**src/rtl/mips_multicycle_ctrl_if.sv**
```systemverilog
// Control bus between the multicycle MIPS controller and its datapath.
// The master side is the controller: it consumes decoder fields and status
// flags and drives every datapath strobe and mux select.
interface mips_multicycle_ctrl_if;
    logic [5:0] op;
    logic [5:0] funct;
    logic       alu_zero;
    logic       mem_ready;
    logic       mem_req;
    logic       mem_we;
    logic       iord;
    logic       ir_write;
    logic       pc_write;
    logic [1:0] pc_src;
    logic       alu_src_a;
    logic [1:0] alu_src_b;
    logic       ext_zero;
    logic [2:0] alu_ctl;
    logic       reg_write;
    logic [1:0] reg_dst;
    logic [1:0] wb_src;
    logic       halted;
    logic [3:0] state;

    modport master (
        input  op, funct, alu_zero, mem_ready,
        output mem_req, mem_we, iord, ir_write, pc_write, pc_src,
               alu_src_a, alu_src_b, ext_zero, alu_ctl,
               reg_write, reg_dst, wb_src, halted, state
    );

    modport slave (
        output op, funct, alu_zero, mem_ready,
        input  mem_req, mem_we, iord, ir_write, pc_write, pc_src,
               alu_src_a, alu_src_b, ext_zero, alu_ctl,
               reg_write, reg_dst, wb_src, halted, state
    );
endinterface

```
**src/rtl/mips_multicycle_ctrl.sv**
```systemverilog
// Multicycle MIPS control FSM. Each instruction walks fetch, decode and the
// execute/memory/writeback states its opcode needs; outputs are decoded from
// the current state, with mem_ready qualifying fetch strobes and memory exits.
module mips_multicycle_ctrl (
    input logic                    clk,
    input logic                    reset,
    mips_multicycle_ctrl_if.master bus
);
    typedef enum logic [3:0] {
        S_FETCH    = 4'd0,
        S_DECODE   = 4'd1,
        S_MEM_ADDR = 4'd2,
        S_MEM_RD   = 4'd3,
        S_MEM_WB   = 4'd4,
        S_MEM_WR   = 4'd5,
        S_R_EXEC   = 4'd6,
        S_R_WB     = 4'd7,
        S_I_EXEC   = 4'd8,
        S_I_WB     = 4'd9,
        S_BRANCH   = 4'd10,
        S_JUMP     = 4'd11,
        S_HALT     = 4'd15
    } state_t;

    localparam logic [5:0] OP_RTYPE = 6'h00;
    localparam logic [5:0] OP_J     = 6'h02;
    localparam logic [5:0] OP_JAL   = 6'h03;
    localparam logic [5:0] OP_BEQ   = 6'h04;
    localparam logic [5:0] OP_BNE   = 6'h05;
    localparam logic [5:0] OP_ADDI  = 6'h08;
    localparam logic [5:0] OP_ORI   = 6'h0D;
    localparam logic [5:0] OP_LW    = 6'h23;
    localparam logic [5:0] OP_SW    = 6'h2B;

    localparam logic [5:0] FN_JR  = 6'h08;
    localparam logic [5:0] FN_ADD = 6'h20;
    localparam logic [5:0] FN_SUB = 6'h22;
    localparam logic [5:0] FN_AND = 6'h24;
    localparam logic [5:0] FN_OR  = 6'h25;
    localparam logic [5:0] FN_SLT = 6'h2A;

    localparam logic [2:0] ALU_AND = 3'b000;
    localparam logic [2:0] ALU_OR  = 3'b001;
    localparam logic [2:0] ALU_ADD = 3'b010;
    localparam logic [2:0] ALU_SUB = 3'b110;
    localparam logic [2:0] ALU_SLT = 3'b111;

    state_t     state_q, state_d;
    logic       r_arith;
    logic [2:0] r_alu_ctl;
    logic       mem_req, mem_we, iord, ir_write, pc_write;
    logic [1:0] pc_src, alu_src_b, reg_dst, wb_src;
    logic       alu_src_a, ext_zero, reg_write, halted;
    logic [2:0] alu_ctl;

    // State register; reset always restarts at instruction fetch.
    always_ff @(posedge clk) begin
        if (reset) state_q <= S_FETCH;
        else       state_q <= state_d;
    end

    // Map an R-type funct to its ALU operation and flag whether it is arithmetic.
    always_comb begin
        r_arith   = 1'b1;
        r_alu_ctl = ALU_ADD;
        case (bus.funct)
            FN_ADD:  r_alu_ctl = ALU_ADD;
            FN_SUB:  r_alu_ctl = ALU_SUB;
            FN_AND:  r_alu_ctl = ALU_AND;
            FN_OR:   r_alu_ctl = ALU_OR;
            FN_SLT:  r_alu_ctl = ALU_SLT;
            default: r_arith   = 1'b0;
        endcase
    end

    // Next-state and strobe decode; reset overrides every output to idle.
    always_comb begin
        state_d   = state_q;
        mem_req   = 1'b0;
        mem_we    = 1'b0;
        iord      = 1'b0;
        ir_write  = 1'b0;
        pc_write  = 1'b0;
        pc_src    = 2'd0;
        alu_src_a = 1'b0;
        alu_src_b = 2'd0;
        ext_zero  = 1'b0;
        alu_ctl   = 3'b000;
        reg_write = 1'b0;
        reg_dst   = 2'd0;
        wb_src    = 2'd0;
        halted    = 1'b0;
        case (state_q)
            S_FETCH: begin
                mem_req   = 1'b1;
                alu_src_b = 2'd1;
                alu_ctl   = ALU_ADD;
                if (bus.mem_ready) begin
                    ir_write = 1'b1;
                    pc_write = 1'b1;
                    state_d  = S_DECODE;
                end
            end
            S_DECODE: begin
                alu_src_b = 2'd3;
                alu_ctl   = ALU_ADD;
                case (bus.op)
                    OP_LW, OP_SW:    state_d = S_MEM_ADDR;
                    OP_J, OP_JAL:    state_d = S_JUMP;
                    OP_BEQ, OP_BNE:  state_d = S_BRANCH;
                    OP_ADDI, OP_ORI: state_d = S_I_EXEC;
                    OP_RTYPE: begin
                        if (r_arith)                 state_d = S_R_EXEC;
                        else if (bus.funct == FN_JR) state_d = S_JUMP;
                        else                         state_d = S_HALT;
                    end
                    default:         state_d = S_HALT;
                endcase
            end
            S_MEM_ADDR: begin
                alu_src_a = 1'b1;
                alu_src_b = 2'd2;
                alu_ctl   = ALU_ADD;
                state_d   = (bus.op == OP_SW) ? S_MEM_WR : S_MEM_RD;
            end
            S_MEM_RD: begin
                mem_req = 1'b1;
                iord    = 1'b1;
                if (bus.mem_ready) state_d = S_MEM_WB;
            end
            S_MEM_WB: begin
                reg_write = 1'b1;
                wb_src    = 2'd1;
                state_d   = S_FETCH;
            end
            S_MEM_WR: begin
                mem_req = 1'b1;
                mem_we  = 1'b1;
                iord    = 1'b1;
                if (bus.mem_ready) state_d = S_FETCH;
            end
            S_R_EXEC: begin
                alu_src_a = 1'b1;
                alu_ctl   = r_alu_ctl;
                state_d   = S_R_WB;
            end
            S_R_WB: begin
                reg_write = 1'b1;
                reg_dst   = 2'd1;
                state_d   = S_FETCH;
            end
            S_I_EXEC: begin
                alu_src_a = 1'b1;
                alu_src_b = 2'd2;
                if (bus.op == OP_ORI) begin
                    alu_ctl  = ALU_OR;
                    ext_zero = 1'b1;
                end else begin
                    alu_ctl  = ALU_ADD;
                end
                state_d = S_I_WB;
            end
            S_I_WB: begin
                reg_write = 1'b1;
                state_d   = S_FETCH;
            end
            S_BRANCH: begin
                alu_src_a = 1'b1;
                alu_ctl   = ALU_SUB;
                pc_src    = 2'd1;
                pc_write  = (bus.op == OP_BNE) ? !bus.alu_zero : bus.alu_zero;
                state_d   = S_FETCH;
            end
            S_JUMP: begin
                pc_write = 1'b1;
                state_d  = S_FETCH;
                if (bus.op == OP_JAL) begin
                    pc_src    = 2'd2;
                    reg_write = 1'b1;
                    reg_dst   = 2'd2;
                    wb_src    = 2'd2;
                end else if (bus.op == OP_J) begin
                    pc_src = 2'd2;
                end else begin
                    pc_src = 2'd3;
                end
            end
            S_HALT: begin
                halted = 1'b1;
            end
            default: state_d = S_FETCH;
        endcase
        if (reset) begin
            mem_req   = 1'b0;
            mem_we    = 1'b0;
            iord      = 1'b0;
            ir_write  = 1'b0;
            pc_write  = 1'b0;
            pc_src    = 2'd0;
            alu_src_a = 1'b0;
            alu_src_b = 2'd0;
            ext_zero  = 1'b0;
            alu_ctl   = 3'b000;
            reg_write = 1'b0;
            reg_dst   = 2'd0;
            wb_src    = 2'd0;
            halted    = 1'b0;
        end
    end

    assign bus.mem_req   = mem_req;
    assign bus.mem_we    = mem_we;
    assign bus.iord      = iord;
    assign bus.ir_write  = ir_write;
    assign bus.pc_write  = pc_write;
    assign bus.pc_src    = pc_src;
    assign bus.alu_src_a = alu_src_a;
    assign bus.alu_src_b = alu_src_b;
    assign bus.ext_zero  = ext_zero;
    assign bus.alu_ctl   = alu_ctl;
    assign bus.reg_write = reg_write;
    assign bus.reg_dst   = reg_dst;
    assign bus.wb_src    = wb_src;
    assign bus.halted    = halted;
    assign bus.state     = reset ? 4'd0 : state_q;
endmodule

```
**src/flat_wrapper.sv**
```systemverilog
// flat-port wrapper written by rule: the top's interface ports become plain ports
module mips_multicycle_ctrl_flat 
  (clk, reset, bus_op, bus_funct, bus_alu_zero, bus_mem_ready, bus_mem_req, bus_mem_we, bus_iord, bus_ir_write, bus_pc_write, bus_pc_src, bus_alu_src_a, bus_alu_src_b, bus_ext_zero, bus_alu_ctl, bus_reg_write, bus_reg_dst, bus_wb_src, bus_halted, bus_state);
  mips_multicycle_ctrl_if bus_i ();
  input logic clk;
  input logic reset;
  input wire logic [$bits(bus_i.op)-1:0] bus_op;
  input wire logic [$bits(bus_i.funct)-1:0] bus_funct;
  input wire logic [$bits(bus_i.alu_zero)-1:0] bus_alu_zero;
  input wire logic [$bits(bus_i.mem_ready)-1:0] bus_mem_ready;
  output wire logic [$bits(bus_i.mem_req)-1:0] bus_mem_req;
  output wire logic [$bits(bus_i.mem_we)-1:0] bus_mem_we;
  output wire logic [$bits(bus_i.iord)-1:0] bus_iord;
  output wire logic [$bits(bus_i.ir_write)-1:0] bus_ir_write;
  output wire logic [$bits(bus_i.pc_write)-1:0] bus_pc_write;
  output wire logic [$bits(bus_i.pc_src)-1:0] bus_pc_src;
  output wire logic [$bits(bus_i.alu_src_a)-1:0] bus_alu_src_a;
  output wire logic [$bits(bus_i.alu_src_b)-1:0] bus_alu_src_b;
  output wire logic [$bits(bus_i.ext_zero)-1:0] bus_ext_zero;
  output wire logic [$bits(bus_i.alu_ctl)-1:0] bus_alu_ctl;
  output wire logic [$bits(bus_i.reg_write)-1:0] bus_reg_write;
  output wire logic [$bits(bus_i.reg_dst)-1:0] bus_reg_dst;
  output wire logic [$bits(bus_i.wb_src)-1:0] bus_wb_src;
  output wire logic [$bits(bus_i.halted)-1:0] bus_halted;
  output wire logic [$bits(bus_i.state)-1:0] bus_state;
  assign bus_i.op = bus_op;
  assign bus_i.funct = bus_funct;
  assign bus_i.alu_zero = bus_alu_zero;
  assign bus_i.mem_ready = bus_mem_ready;
  assign bus_mem_req = bus_i.mem_req;
  assign bus_mem_we = bus_i.mem_we;
  assign bus_iord = bus_i.iord;
  assign bus_ir_write = bus_i.ir_write;
  assign bus_pc_write = bus_i.pc_write;
  assign bus_pc_src = bus_i.pc_src;
  assign bus_alu_src_a = bus_i.alu_src_a;
  assign bus_alu_src_b = bus_i.alu_src_b;
  assign bus_ext_zero = bus_i.ext_zero;
  assign bus_alu_ctl = bus_i.alu_ctl;
  assign bus_reg_write = bus_i.reg_write;
  assign bus_reg_dst = bus_i.reg_dst;
  assign bus_wb_src = bus_i.wb_src;
  assign bus_halted = bus_i.halted;
  assign bus_state = bus_i.state;
  mips_multicycle_ctrl u_core (.clk(clk), .reset(reset), .bus(bus_i));
endmodule
```
**config.mk**
```make
export PLATFORM = sky130hd
export DESIGN_NAME = mips_multicycle_ctrl_flat
export DESIGN_NICKNAME = d
export VERILOG_FILES = /design/src/rtl/mips_multicycle_ctrl_if.sv /design/src/rtl/mips_multicycle_ctrl.sv /design/src/flat_wrapper.sv
export SDC_FILE = /design/constraint.sdc
export NUM_CORES = 1
export LEC_CHECK = 0
export CAP_MARGIN = 20
export CORE_UTILIZATION = 45
export DETAILED_ROUTE_END_ITERATION = 8
export GPL_TIMING_DRIVEN = 0
export HOLD_SLACK_MARGIN = 0.05
export MAX_ROUTING_LAYER = met4
export PLACE_DENSITY = 0.82
export SYNTH_ARGS = -nofsm -noshare
export SYNTH_HDL_FRONTEND = slang
export SYNTH_SLANG_ARGS = --single-unit
```
**constraint.sdc**
```tcl
create_clock -name clk -period 5.65 [get_ports clk]
set_clock_uncertainty 0.15 [all_clocks]
set_input_delay 1.695 -clock clk [delete_from_list [all_inputs] [get_ports clk]]
set_output_delay 1.695 -clock clk [all_outputs]
set_load 0.005 [all_outputs]
```
Yosys cells after proc, flatten, opt, wreduce, memory -nomap -nowiden

Index checks and enable logic that the tools add are counted.

Muxes and demuxes: 47
Reduce and logical (&&, ||, !) cells: 15
Equal/unequal tests: 29
Bitwise operators: 1

Operator list:

| cell                                                                   | count |
|---|---|
| 6-bit equality test (second input constant)                            | 7 |
| 4-bit case mux with 8 select lines                                     | 1 |
| 3-bit case mux with 4 select lines                                     | 2 |
| 1-bit 2-to-1 mux                                                       | 22 |
| 4-bit equality test (second input constant)                            | 5 |
| 4-bit 2-to-1 mux                                                       | 5 |
| 4-bit case mux with 5 select lines                                     | 1 |
| 6-bit by 4-bit equality test with 1-bit output (second input constant) | 3 |
| 4-bit by 3-bit equality test with 1-bit output (second input constant) | 4 |
| 2-bit 2-to-1 mux                                                       | 7 |
| 6-bit by 2-bit equality test with 1-bit output (second input constant) | 2 |
| 6-bit by 3-bit equality test with 1-bit output (second input constant) | 2 |
| 2-bit case mux with 2 select lines                                     | 3 |
| 2-bit OR reduction                                                     | 6 |
| 3-bit 2-to-1 mux                                                       | 3 |
| 3-bit OR reduction                                                     | 3 |
| 4-bit by 2-bit equality test with 1-bit output (second input constant) | 2 |
| 6-bit logical NOT                                                      | 1 |
| 2-bit inequality test (second input constant)                          | 3 |
| 2-bit case mux with 3 select lines                                     | 1 |
| 5-bit OR reduction                                                     | 1 |
| 4-bit by 1-bit equality test with 1-bit output (second input constant) | 1 |
| 4-bit logical NOT                                                      | 1 |
| 4-bit AND reduction                                                    | 1 |
| 5 further kinds                                                        | 5 |

Logic and storage cells: 93
Register bits after elaboration: 4
Output and inout bits: 24
Bits of input ports: 16

Longest topological paths before layout

Depth in word-level cells: 6
Depth in mapped cells: 6
Mapped depth without buffers: 5

Least setup slack after synthesis

OpenSTA, ideal clock, no wires.

Path type: input to output
From: in bus_op[1]
To: out bus_pc_write
Data required time: 3.805 ns
Stages on the path: 6
Buffers on the path: 1
Slack: 1.148 ns
Arrival: 2.657 ns
Cell sequence: buf_6 -> nor3_4 -> nor3b_2 -> xor2_1 -> o21ai_1 -> a211oi_2

Word-level cells in the longest chain between the ends: 4

Ends and longest elaborated chain:

| item                                           | line                        | RTL |
|---|---|---|
| from (decl)                                    | flat_wrapper.sv:7           | `input wire logic [$bits(bus_i.op)-1:0] bus_op;` |
| 6-bit by 3-bit equality test with 1-bit output | mips_multicycle_ctrl.sv:171 | `pc_write = (bus.op == OP_BNE) ? !bus.alu_zero : bus.alu_zero;` |
| 1-bit 2-to-1 mux                               | mips_multicycle_ctrl.sv:171 |  |
| 1-bit case mux with 3 select lines             | mips_multicycle_ctrl.sv:93  | `case (state_q)` |
| 1-bit 2-to-1 mux                               | mips_multicycle_ctrl.sv:193 | `if (reset) begin` |
| to (decl)                                      | flat_wrapper.sv:15          | `output wire logic [$bits(bus_i.pc_write)-1:0] bus_pc_write;` |

No other way between the ends.

Worst setup path in the final report

From: in bus_op[2]
To: out bus_reg_write

Word-level cells in the longest chain between the ends: 4

Ends and longest elaborated chain:

| item                                           | line                        | RTL |
|---|---|---|
| 6-bit by 2-bit equality test with 1-bit output | mips_multicycle_ctrl.sv:177 | `if (bus.op == OP_JAL) begin` |
| 1-bit 2-to-1 mux                               | mips_multicycle_ctrl.sv:177 |  |
| 1-bit case mux with 2 select lines             | mips_multicycle_ctrl.sv:93  |  |
| 1-bit 2-to-1 mux                               | mips_multicycle_ctrl.sv:193 |  |
| to (decl)                                      | flat_wrapper.sv:21          | `output wire logic [$bits(bus_i.reg_write)-1:0] bus_reg_write;` |

No other way between the ends.

==> metrics.csv <==
stage;metric;value;unit
outcome;status;completed;
global_routing;antenna violations before repair;0;
worst_setup_path;R2R Path Start;u_core.state_q[1]$_SDFFE_PP0P_;
floorplanning;Starting Density;0.502;
finish;Final nets;201;
power;P_sw;0.000208;W
power;Clk pwr share;0.090;
yosys;fraction of registers with async set/reset;0;
floorplanning;Core Region;1820;sq um
global_routing;Tot GR Track Use;0.305;
worst_setup_path;worst endpoint required time;3.81;ns
routing;Routed WL per cell;14.4;um
floorplanning;die extent in x;47.1;um
yosys;Post-Syn Instances;142;
routing;Routed Antenna Nets;0;
placement;DP Wirelength;2300;um
worst_hold_path;hold_sp;u_core.state_q[0]$_SDFFE_PP0P_;
sta;Slew headroom;0.620;
finish;fin util;0.744;
yosys;post-synthesis sequential area ratio;0.0877;
placement;routability cong.;1.00;
routing;drt first pass iters;4;
sta;Tcrit/Tclk final;0.976;
worst_setup_path;Max FO, Critical Path;6;
clock_tree;H-Tree Depth;1;
yosys;Synth Register Bits;4;
finish;commonest non-fill, non-tap cells in the layout;clkdlybuf4s50_1 (34), nor2_1 (17), nand2_1 (13), nor2b_1 (10);
power;Max VDD drop;0.278;mV
sta;FMAX;181;MHz
worst_hold_path;Worst Hold Class;register to register;
worst_setup_path;Critical Path Start Type;input port;
finish;area delta synth->final;48.4;%
clock_tree;CTS tree;yes;
power;total power draw;0.000425;W
finish;Antenna diodes;0;
global_routing;grt ovf;0;
floorplanning;num rows;15;
routing;final wirelength;2990;um
finish;max reg flops;4;
worst_setup_path;cell mode on critical path;clkdlybuf4s50_1;
worst_setup_path;Worst path slowest cell;clkdlybuf4s50_1;
clock_tree;root cell of the clock tree;clkbuf_4;
sta;Final Hold Fails;0;
finish;commonest non-fill, non-tap cell in the layout;clkdlybuf4s50_1;
clock_tree;Hold Buf Count CTS;0;
finish;fraction of layout cells with a size suffix above 1;0.126;
worst_setup_path;Crit path arrival time;3.67;ns
sta;RSZ-0062 raised after global routing;yes;
yosys;synth warn;0;
routing;Iter 0 DRT Violations;73;
power;Flop pwr share;0.122;
routing;Vias/cell;5.88;
sta;Slew Limit Fails;0;
yosys;Mapped Nets;158;
sta;setup violators final;0;
global_routing;vias in the first global route;1032;
yosys;Avg Cell Area, Syn;6.43;sq um
global_routing;first-pass GRT wire length;4690;um
finish;biggest regs;u_core.state_q (4);
finish;most flop-heavy register;u_core.state_q;
global_routing;largest net degree at the start of global routing;11;
clock_tree;clk slew on worst S/H paths;0.05;ns
clock_tree;Skew-Pair Late Insertion Delay;0.25;ns
power;Comb power frac;0.788;
yosys;Post-synth EDFFs;0;
power;Net Sw Frac;0.489;
sta;fin crit period;5.52;ns
clock_tree;maximum root-to-sink buffer count;2;
worst_setup_path;Worst Setup SP;bus_op[2];
sta;Slew @ Worst Pin;0.566;ns
worst_setup_path;worst path cell trace;clkdlybuf4s50_1, nor4_2, nand3_1, nand2_1, a21oi_1, o22ai_1, clkdlybuf4s50_1;
floorplanning;Die ar.;2210;sq um
clock_tree;Sink Count;4;
clock_tree;TritonCTS Buffers;3;
floorplanning;Die H;47.1;um
yosys;Synth Flop Type;dfxtp_1;
power;power density over the cells;313;nW/um^2
run;total of max-cap violations;0;
placement;number of port buffers;37;
yosys;Distinct cells, synth;50;
routing;Remaining DRCs;0;
worst_setup_path;Crit path largest cell delay;0.53;ns
worst_setup_path;Setup CP Type;input port to primary output;
yosys;synthesized area;913;sq um
sta;worst hold slack;0.518;ns
worst_setup_path;Crit path buffers/inverters;2;
floorplanning;Ports;40;
power;Internal Power;0.000217;W
routing;vias post-DR;1223;
worst_setup_path;CP top delay family;buffers and inverters;
worst_setup_path;CP Capture Type;primary output;
power;LEAKAGE;0.518;nW
worst reg2reg max path, delay by kind of cell (launching register included):
family | cells | cell delay (ns)
buf+inv | 1 | 0.14
flops | 1 | 0.30
compound gates | 2 | 0.25
simple gates | 3 | 0.85
cells by family after synthesis:
group	count (synthesis)	share of synthesized area
multiplexers	1	0.0110
AND/OR/NAND/NOR	81	0.504
AO/OA/AOI/OAI	38	0.277
flip-flops	4	0.0877
XOR/XNOR	3	0.0288
buffers and inverters	15	0.0918
metrics by stage:
stage | std cells | setup WS [ns] | TNS (ns) | cell area (sq um)
floorplan | 142 | 1.15 | 0 | 913
global placement | 204 | 0.154 | 0 | 1320
detailed placement | 204 | 0.0773 | 0 | 1320
CTS | 207 | 0.0632 | 0 | 1340
global route | 208 | -0.0617 | -0.0617 | 1360
finish | 208 | 0.135 | 0 | 1360
Yosys cell counts (3+ instances only):
cell type / instances / area (sq um)
nor2_1: 17 / 63.8
nand2_1: 13 / 48.8
nor2b_1: 10 / 62.6
a21oi_1: 8 / 40.0
nor3_1: 8 / 40.0
o21ai_0: 8 / 40.0
buf_2: 6 / 30.0
nand2b_1: 5 / 31.3
a31oi_1: 4 / 25.0
dfxtp_1: 4 / 80.1
nand3_1: 4 / 20.0
and3_1: 3 / 18.8
inv_1: 3 / 11.3
nor4_1: 3 / 18.8
o21bai_1: 3 / 22.5
timing repair:
| action | CTS | global route |
|---|---|---|
| setup endpoints to repair | 0 | 2 |
| setup buffers | 0 | 1 |
| gates resized for setup | 0 | 4 |
power by group through the flow:
stage / Clock, W / Sequential [W] / Combinational [W]
finish: 0.0000380 / 0.0000519 / 0.000335
global route: 0.0000419 / 0.0000531 / 0.000364
CTS: 0.0000385 / 0.0000511 / 0.000329
detailed placement: 0 / 0.0000516 / 0.000328
global placement: 0 / 0.0000507 / 0.000322
floorplan: 0 / 0.0000476 / 0.000210
per-layer routing:
layer	vias to the layer above	GRT usage	wire, um
met5	-	-	0
met3	4	0.0500	278
met2	83	0.475	1360
met4	0	0.0800	29
li1	609	-	-
met1	527	0.407	1320
final timing paths:
check / to / slack [ns] / depth (start not counted)
setup / recovery: bus_reg_write / 0.13 / 7
hold / removal: u_core.state_q[0]$_SDFFE_PP0P_ / 0.52 / 2
setup reg to reg: u_core.state_q[2]$_SDFFE_PP0P_ / 3.86 / 6
hold reg to reg: u_core.state_q[0]$_SDFFE_PP0P_ / 0.52 / 2
cell type report:
cell class,instances,area (sq um)
plain buffers,12,75.1
clock buffers,3,22.5
fillers,149,465
inverters,3,11.3
multi-input cells,123,749
flip-flops and latches,4,80.1
well taps,25,31.3
repair buffers,38,385
Power figures use the tool's default switching activity.
